===== config.mk =====
export PLATFORM = sky130hd
export DESIGN_NAME = reg_serializer
export DESIGN_NICKNAME = d
export VERILOG_FILES = /design/src/rtl/reg_serializer_pkg.sv /design/src/rtl/shift_reg.sv /design/src/rtl/reg_serializer.sv
export SDC_FILE = /design/constraint.sdc
export NUM_CORES = 1
export LEC_CHECK = 0
export CORE_AREA = 2 2 40 42
export CTS_BUF_LIST = sky130_fd_sc_hd__clkbuf_8
export DETAILED_ROUTE_END_ITERATION = 16
export DIE_AREA = 0 0 42 44
export GPL_ROUTABILITY_DRIVEN = 0
export PLACE_DENSITY = 0.76
export SYNTH_ARGS = -nofsm -noshare
export SYNTH_HDL_FRONTEND = slang
export SYNTH_HIERARCHICAL = 1
export SYNTH_SLANG_ARGS = --single-unit

===== constraint.sdc =====
create_clock -name clk -period 1.8 [get_ports clk]
set_clock_uncertainty 0.2 [all_clocks]
set_input_delay 0.45 -clock clk [delete_from_list [all_inputs] [get_ports clk]]
set_output_delay 0.45 -clock clk [all_outputs]
set_load 0.02 [all_outputs]

===== src/rtl/reg_serializer_pkg.sv =====
// reg_serializer shared types: FSM state enum and counter width helper.
// REG_SERIALIZER_PARITY_EN adds the PARITY state.
package reg_serializer_pkg;

`ifdef REG_SERIALIZER_PARITY_EN
  typedef enum logic [1:0] {
    IDLE,
    SHIFT,
    PARITY
  } state_t;
`else
  typedef enum logic [1:0] {
    IDLE,
    SHIFT
  } state_t;
`endif

  // counter must hold SIZE-1; never narrower than one bit
  function automatic int cnt_w(input int size);
    return (size < 2) ? 1 : $clog2(size);
  endfunction

endpackage


===== src/rtl/shift_reg.sv =====
// Loadable left-shifting data register for reg_serializer.
// Load wins over shift; msb is the bit currently on the wire.
module shift_reg #(
  parameter int SIZE = 8
) (
  input  logic            clk,
  input  logic            rst,
  input  logic            ld,
  input  logic            sh,
  input  logic [SIZE-1:0] d,
  output logic            msb
);

  logic [SIZE-1:0] q;

  // load a new word or shift left, zero-filling the LSB
  always_ff @(posedge clk or posedge rst) begin
    if (rst) begin
      q <= '0;
    end else if (ld) begin
      q <= d;
    end else if (sh) begin
      q <= q << 1;
    end
  end

  assign msb = q[SIZE-1];

endmodule


===== src/rtl/reg_serializer.sv =====
// MSB-first parallel-to-serial converter with valid/ready on both sides.
// Define REG_SERIALIZER_PARITY_EN to append an even-parity bit per frame.
module reg_serializer
  import reg_serializer_pkg::*;
#(
  parameter int SIZE = 8
) (
  input  logic            clk,
  input  logic            rst,
  input  logic            in_valid,
  output logic            in_ready,
  input  logic [SIZE-1:0] in_data,
  output logic            ser_out,
  output logic            ser_valid,
  input  logic            ser_ready,
  output logic            ser_last
);

  localparam int CW = cnt_w(SIZE);

  state_t        state;
  state_t        nxt;
  logic [CW-1:0] cnt;
  logic          ld;
  logic          sh;
  logic          msb;

  shift_reg #(
    .SIZE(SIZE)
  ) u_sr (
    .clk(clk),
    .rst(rst),
    .ld (ld),
    .sh (sh),
    .d  (in_data),
    .msb(msb)
  );

  // state register
  always_ff @(posedge clk or posedge rst) begin
    if (rst) state <= IDLE;
    else     state <= nxt;
  end

  // bits remaining after the current one
  always_ff @(posedge clk or posedge rst) begin
    if (rst) begin
      cnt <= '0;
    end else if (ld) begin
      cnt <= CW'(SIZE - 1);
    end else if (sh && cnt != '0) begin
      cnt <= cnt - CW'(1);
    end
  end

`ifdef REG_SERIALIZER_PARITY_EN
  logic par;

  // even parity captured with the word
  always_ff @(posedge clk or posedge rst) begin
    if (rst)     par <= 1'b0;
    else if (ld) par <= ^in_data;
  end
`endif

  // next state, handshakes and serial outputs
  always_comb begin
    nxt       = state;
    in_ready  = 1'b0;
    ser_valid = 1'b0;
    ser_out   = 1'b0;
    ser_last  = 1'b0;
    ld        = 1'b0;
    sh        = 1'b0;
    unique case (state)
      IDLE: begin
        in_ready = 1'b1;
        if (in_valid) begin
          ld  = 1'b1;
          nxt = SHIFT;
        end
      end
      SHIFT: begin
        ser_valid = 1'b1;
        ser_out   = msb;
`ifndef REG_SERIALIZER_PARITY_EN
        ser_last  = (cnt == '0);
`endif
        if (ser_ready) begin
          sh = 1'b1;
          if (cnt == '0) begin
`ifdef REG_SERIALIZER_PARITY_EN
            nxt = PARITY;
`else
            nxt = IDLE;
`endif
          end
        end
      end
`ifdef REG_SERIALIZER_PARITY_EN
      PARITY: begin
        ser_valid = 1'b1;
        ser_out   = par;
        ser_last  = 1'b1;
        if (ser_ready) nxt = IDLE;
      end
`endif
      default: nxt = IDLE;
    endcase
  end

endmodule


Word-level counts from Yosys, hierarchy flattened
Index checks and enable logic that the tools add are counted.
{ "op_classes": {"n_addsub": 1, "eq_ne": 4, "n_mux": 16, "n_reduce_logical": 7} }
{ "ops": {"columns": ["cell", "n"], "rows": [
  ["2-to-1 mux 8 bit", 2],
  ["2-to-1 mux 1 bit", 8],
  ["2-to-1 mux 2 bit", 3],
  ["2-to-1 mux 3 bit", 2],
  ["!= test 2 bit (second input constant)", 3],
  ["one-hot mux 2 bit (2 select lines)", 1],
  ["nonzero test 2 bit", 2],
  ["zero test 3 bit", 1],
  ["AND reduction 3 bit", 1],
  ["nonzero test 3 bit", 1],
  ["subtractor 3 x 1 -> 3 bit (second input constant)", 1],
  ["== test 2 x 1 -> 1 bit (second input constant)", 1],
  ["zero test 2 bit", 1],
  ["logical AND 1 bit", 1]
]} }
{ "totals": {"regBits": 13, "input_bits": 12, "output_inout_bits": 4} }

Logic depth before layout (Yosys ltp)
{ "logic_depth": {"ltp_word": 5, "mapped_depth": 6, "depth_no_buf": 5} }

Cells and area by module
The synthesis kept the hierarchy.
{ "modules_own_cells": {"columns": ["mod", "instances", "cells_per_inst", "area_per_inst_um2", "seq_area_each_um2"], "rows": [
  ["shift_reg", 1, 35, 372.9, 200.2],
  ["reg_serializer", 1, 30, 285.3, 100.1]
]} }

Least setup slack after synthesis
OpenSTA, ideal clock, no wires.
{ "synth_path": {"kind": "flip-flop to output port", "from": "register cnt[0]", "to": "output port ser_last", "t_arrival_ps": 1032, "required_time_ps": 1150, "setup_slack_ps": 118, "stages_incl_launch_ff": 5, "n_path_buf": 0, "path_cell_list": "dfrtp_1 > inv_1 > ha_1 > nand2b_4 > nor2_1"} }
{ "synth_via": {"elab_chain_len": 2} }
{ "synth_lines": {"columns": ["element", "line_no", "text"], "rows": [
  ["from (decl)", "reg_serializer.sv:23", "logic [CW-1:0] cnt;"],
  ["from (signal assigned)", "reg_serializer.sv:50", "cnt <= CW'(SIZE - 1);"],
  ["from (signal assigned)", "reg_serializer.sv:52", "cnt <= cnt - CW'(1);"],
  ["zero test 3 bit", "reg_serializer.sv:87", "ser_last = (cnt == '0);"],
  ["2-to-1 mux 1 bit", "reg_serializer.sv:75", "unique case (state)"],
  ["to (decl)", "reg_serializer.sv:16", "output logic ser_last"]
]} }
Every way passes these cells.

Worst setup path in the final report
{ "layout_path": {"from": "register cnt[1]", "to": "output port ser_last"} }
The elaborated chain is that of the path after synthesis.

==> results by group <==
Outcome
  – Status: finished, final reports clean

Worst setup path
  – Worst reg2reg setup slack: 0.23 ns
  – Startpoint types: flip-flop
  – WP data arrival: 1.12 ns
  – Crit Path Category: reg2out
  – Critical Path Source: cnt[1]
  – Worst R2R Path Depth: 7
  – Crit. End Element: output port
  – Worst setup endpoint: ser_last
  – Max FO, Critical Path: 2
  – Crit path max-delay family: flip-flops
  – Levels on crit path: 5
  – Worst Path Required: 1.15 ns
  – Worst R2R End: u_sr/q[6]
  – WP buf/inv: 2
  – CP Cell Sequence: inv_2, ha_4, nand2b_4, nor2_4, buf_6
  – Slowest CP cell: dfrtp_1
  – Slowest stage delay, CP: 0.39 ns
  – R2R Path Start: state[0]

Global route
  – Vias in the first global route: ~540
  – Antenna violations before repair: 0
  – GRT overflow: 0
  – Pin count of the biggest net entering global routing: 16
  – First-pass GRT wire length: approximately 2400 µm
  – GRT Overall Usage: 0.1760

Timing
  – Fin Setup TNS: 0 ns
  – Tmin final: 1.768 ns
  – RSZ-0062 raised after global routing: yes
  – Fmax: 565.5 MHz
  – Fin crit share: 0.9824
  – Slew Limit Headroom: 0.8002
  – Tightest Pin Transition: 0.2959 ns
  – Max Slew Vio Count: 0
  – Setup violations, final: 0
  – Final hold violations: 0

Power
  – PD cells: 1421 mW/mm²
  – Psw: 464.6 µW
  – Internal power: 922.6 µW
  – Reg power frac: 0.332
  – Sw frac: 0.3349
  – Peak supply drop: between 0.0009 and 0.001 V
  – Comb pwr share: 0.503
  – Clock share of power: 0.165
  – Leak: between 0.0004 and 0.0005 µW

Floorplanning
  – I/O pin count: 16
  – Die Span Y: 44 µm
  – Site row count: 14
  – CORE AREA: 0.001419 mm²
  – Area of the die: 0.001848 mm²
  – Starting Density: 0.4638
  – Die W: approximately 42 µm

Layout
  – Register area: 300.3 µm²
  – Share of layout cells above drive strength 1: 0.3191
  – Layout area overhead: 48.29%
  – Filler instances: 112
  – Final instance area: 975.9 µm²
  – Non-Filler Instances: 110
  – Ant diodes: 0
  – Multi-input gate area: ~320 µm²
  – Fin nets: 110

CTS
  – H-tree levels: 1
  – Total clock sinks: 12
  – Clk slew on worst S/H paths: around 0.050 ns
  – Root Buffer: clkbuf_8
  – Worst-Skew Late Latency: 0.23 ns
  – Clk buf depth: 2
  – CTS tree: built
  – TritonCTS Buffers: 3

Route
  – DRT antenna net count: 0
  – Total number of vias: 548
  – Post-route DRC: 0
  – Via/cell ratio: 4.982
  – DR pass1 iterations: 2
  – Routed WL per cell: 12.27 µm
  – Routed Wire Length: 1350 µm
  – DRT iter0 DRCs: 1

Logic synthesis
  – Most frequent cells after synthesis: dfrtp_1 (12), nand2_1 (11), mux2i_1 (7), o21ai_1 (7), inv_1 (5)
  – Synthesized instance count: 65
  – Top post-synthesis cells by area: dfrtp_1 (46%), mux2i_1 (11%), nand2_1 (6.3%), o21ai_1 (5.3%), buf_6 (5.1%)
  – Top-count cell post-synth: dfrtp_1
  – Predominant post-synthesis flop cell: dfrtp_1
  – Syn nets: 79
  – Register area share after synthesis: 0.4563
  – Number of distinct library cells after synthesis: 23
  – FFs w/ async S/R, synth: 1.000
  – Syn Std Cell Area: 658.1 µm²
  – Yosys warnings: 6
  – Number of synthesized flops with an enable pin: 0
  – Post-synth top area share: 0.4563
  – Yosys reg bits: 12
  – Mapped Avg Cell Area: 10.13 µm²
  – Synth area leader: dfrtp_1

Placed design
  – HPWL Detailed: 1022 µm
  – Placed cell count: between 100 and 150
  – Dpl cell area: 909.6 µm²
  – PortBufs: 15

Flow run
  – Maxcap violations: 0

Hold path
  – HP Class: in2async
per-layer routing:
layer / vias to the layer above / part of all wire / track usage / wire length [µm]
met5: - / 0 / 0 / 0
met4: 0 / 0.017 / 0.1161 / 23
met3: 2 / 0.037 / 0.02917 / 50
met2: 10 / 0.51 / 0.3031 / 689
met1: 250 / 0.43 / 0.2027 / 586
li1: 286 / - / - / -
area by class of cell:
class,count,area share
Multi-Input combinational cell,44,0.3295
Tap cell,16,0.02051
Timing Repair Buffer,29,0.2769
Sequential cell,12,0.3077
Clock buffer,3,0.04231
Inverter,6,0.02308
power groups by stage:
| stage | Clock (µW) | Combinational (µW) | Sequential, µW |
|---|---|---|---|
| detailed placement | 0 | 650 | 464 |
| CTS | 235 | 672 | 460 |
| global placement | 0 | 635 | 459 |
| floorplan | 0 | 401 | 451 |
| global route | 248 | 767 | 473 |
| finish | 229 | 698 | 460 |
worst register-to-register path, cell delays in order (launching register included):
cell     delay [ns]
dfrtp_1        0.39
buf_4          0.16
buf_4          0.13
nand2_1        0.08
inv_1          0.10
buf_12         0.13
mux2i_1        0.18
o21ai_1        0.08
layout by cell type, fill, tap and decap left out:
cell type         n
dfrtp_1          12
buf_4            12
nand2_1          11
clkdlybuf4s50_1  11
mux2i_1           7
o21ai_1           7
inv_2             3
inv_1             3
clkbuf_8          3
nor3_1            2
buf_2             2
buf_12            2
nand2b_4          1
o22a_1            1
nor2_1            1
a2bb2oi_1         1
o41ai_1           1
and4_4            1
a311oi_2          1
and2b_2           1
nor2_4            1
and2_2            1
nand3_1           1
a21o_1            1
a31oi_1           1
ha_4              1
ha_1              1
dlygate4sd2_1     1
buf_6             1
nand2b_1          1
o21ai_0           1
cell families after synthesis:
| kind of cell | synth area share |
|---|---|
| AOI/OAI and AO/OA | 0.1445 |
| adders and majority gates | 0.03802 |
| buffers and inverters | 0.08555 |
| DFF | 0.4563 |
| muxes | 0.1065 |
| and+or+nand+nor | 0.1692 |
metrics by stage:
stage	power (µW)	hold WS [ns]	utilization	setup WS [ns]
final	1387	0.2311	0.6878	0.03173
after global routing	1488	0.2786	0.6878	0.002712
after CTS	1367	0.2342	0.6746	0.009075
after detailed placement	1114	0.3220	0.6411	-0.2750
after global placement	1094	0.3106	0.6411	-0.2253
after floorplan	852.2	0.01608	-	0.1182
worst min-delay path by stage:
stage / slack [ns] / from / end
2_1_floorplan: 0.02 / rst / cnt[0]
3_3_place_gp: 0.31 / cnt[2] / cnt[2]
3_5_place_dp: 0.32 / cnt[2] / cnt[2]
4_1_cts: 0.23 / rst / state[0]
5_1_grt: 0.28 / rst / state[0]
6_report: 0.23 / rst / state[0]
state kept, by name, indices dropped and copies added (netlist names):
name	count
u_sr/q	8
cnt	3
state	1
timing repair:
action / in CTS / in global routing
hold buffers: 0 / 0
pin swaps: 0 / 1
buffers inserted: 1 / 1
gates cloned: 0 / 0
gates resized for setup: 18 / 3
setup endpoints to repair: 4 / 1
(Power assumes the default switching activity.)
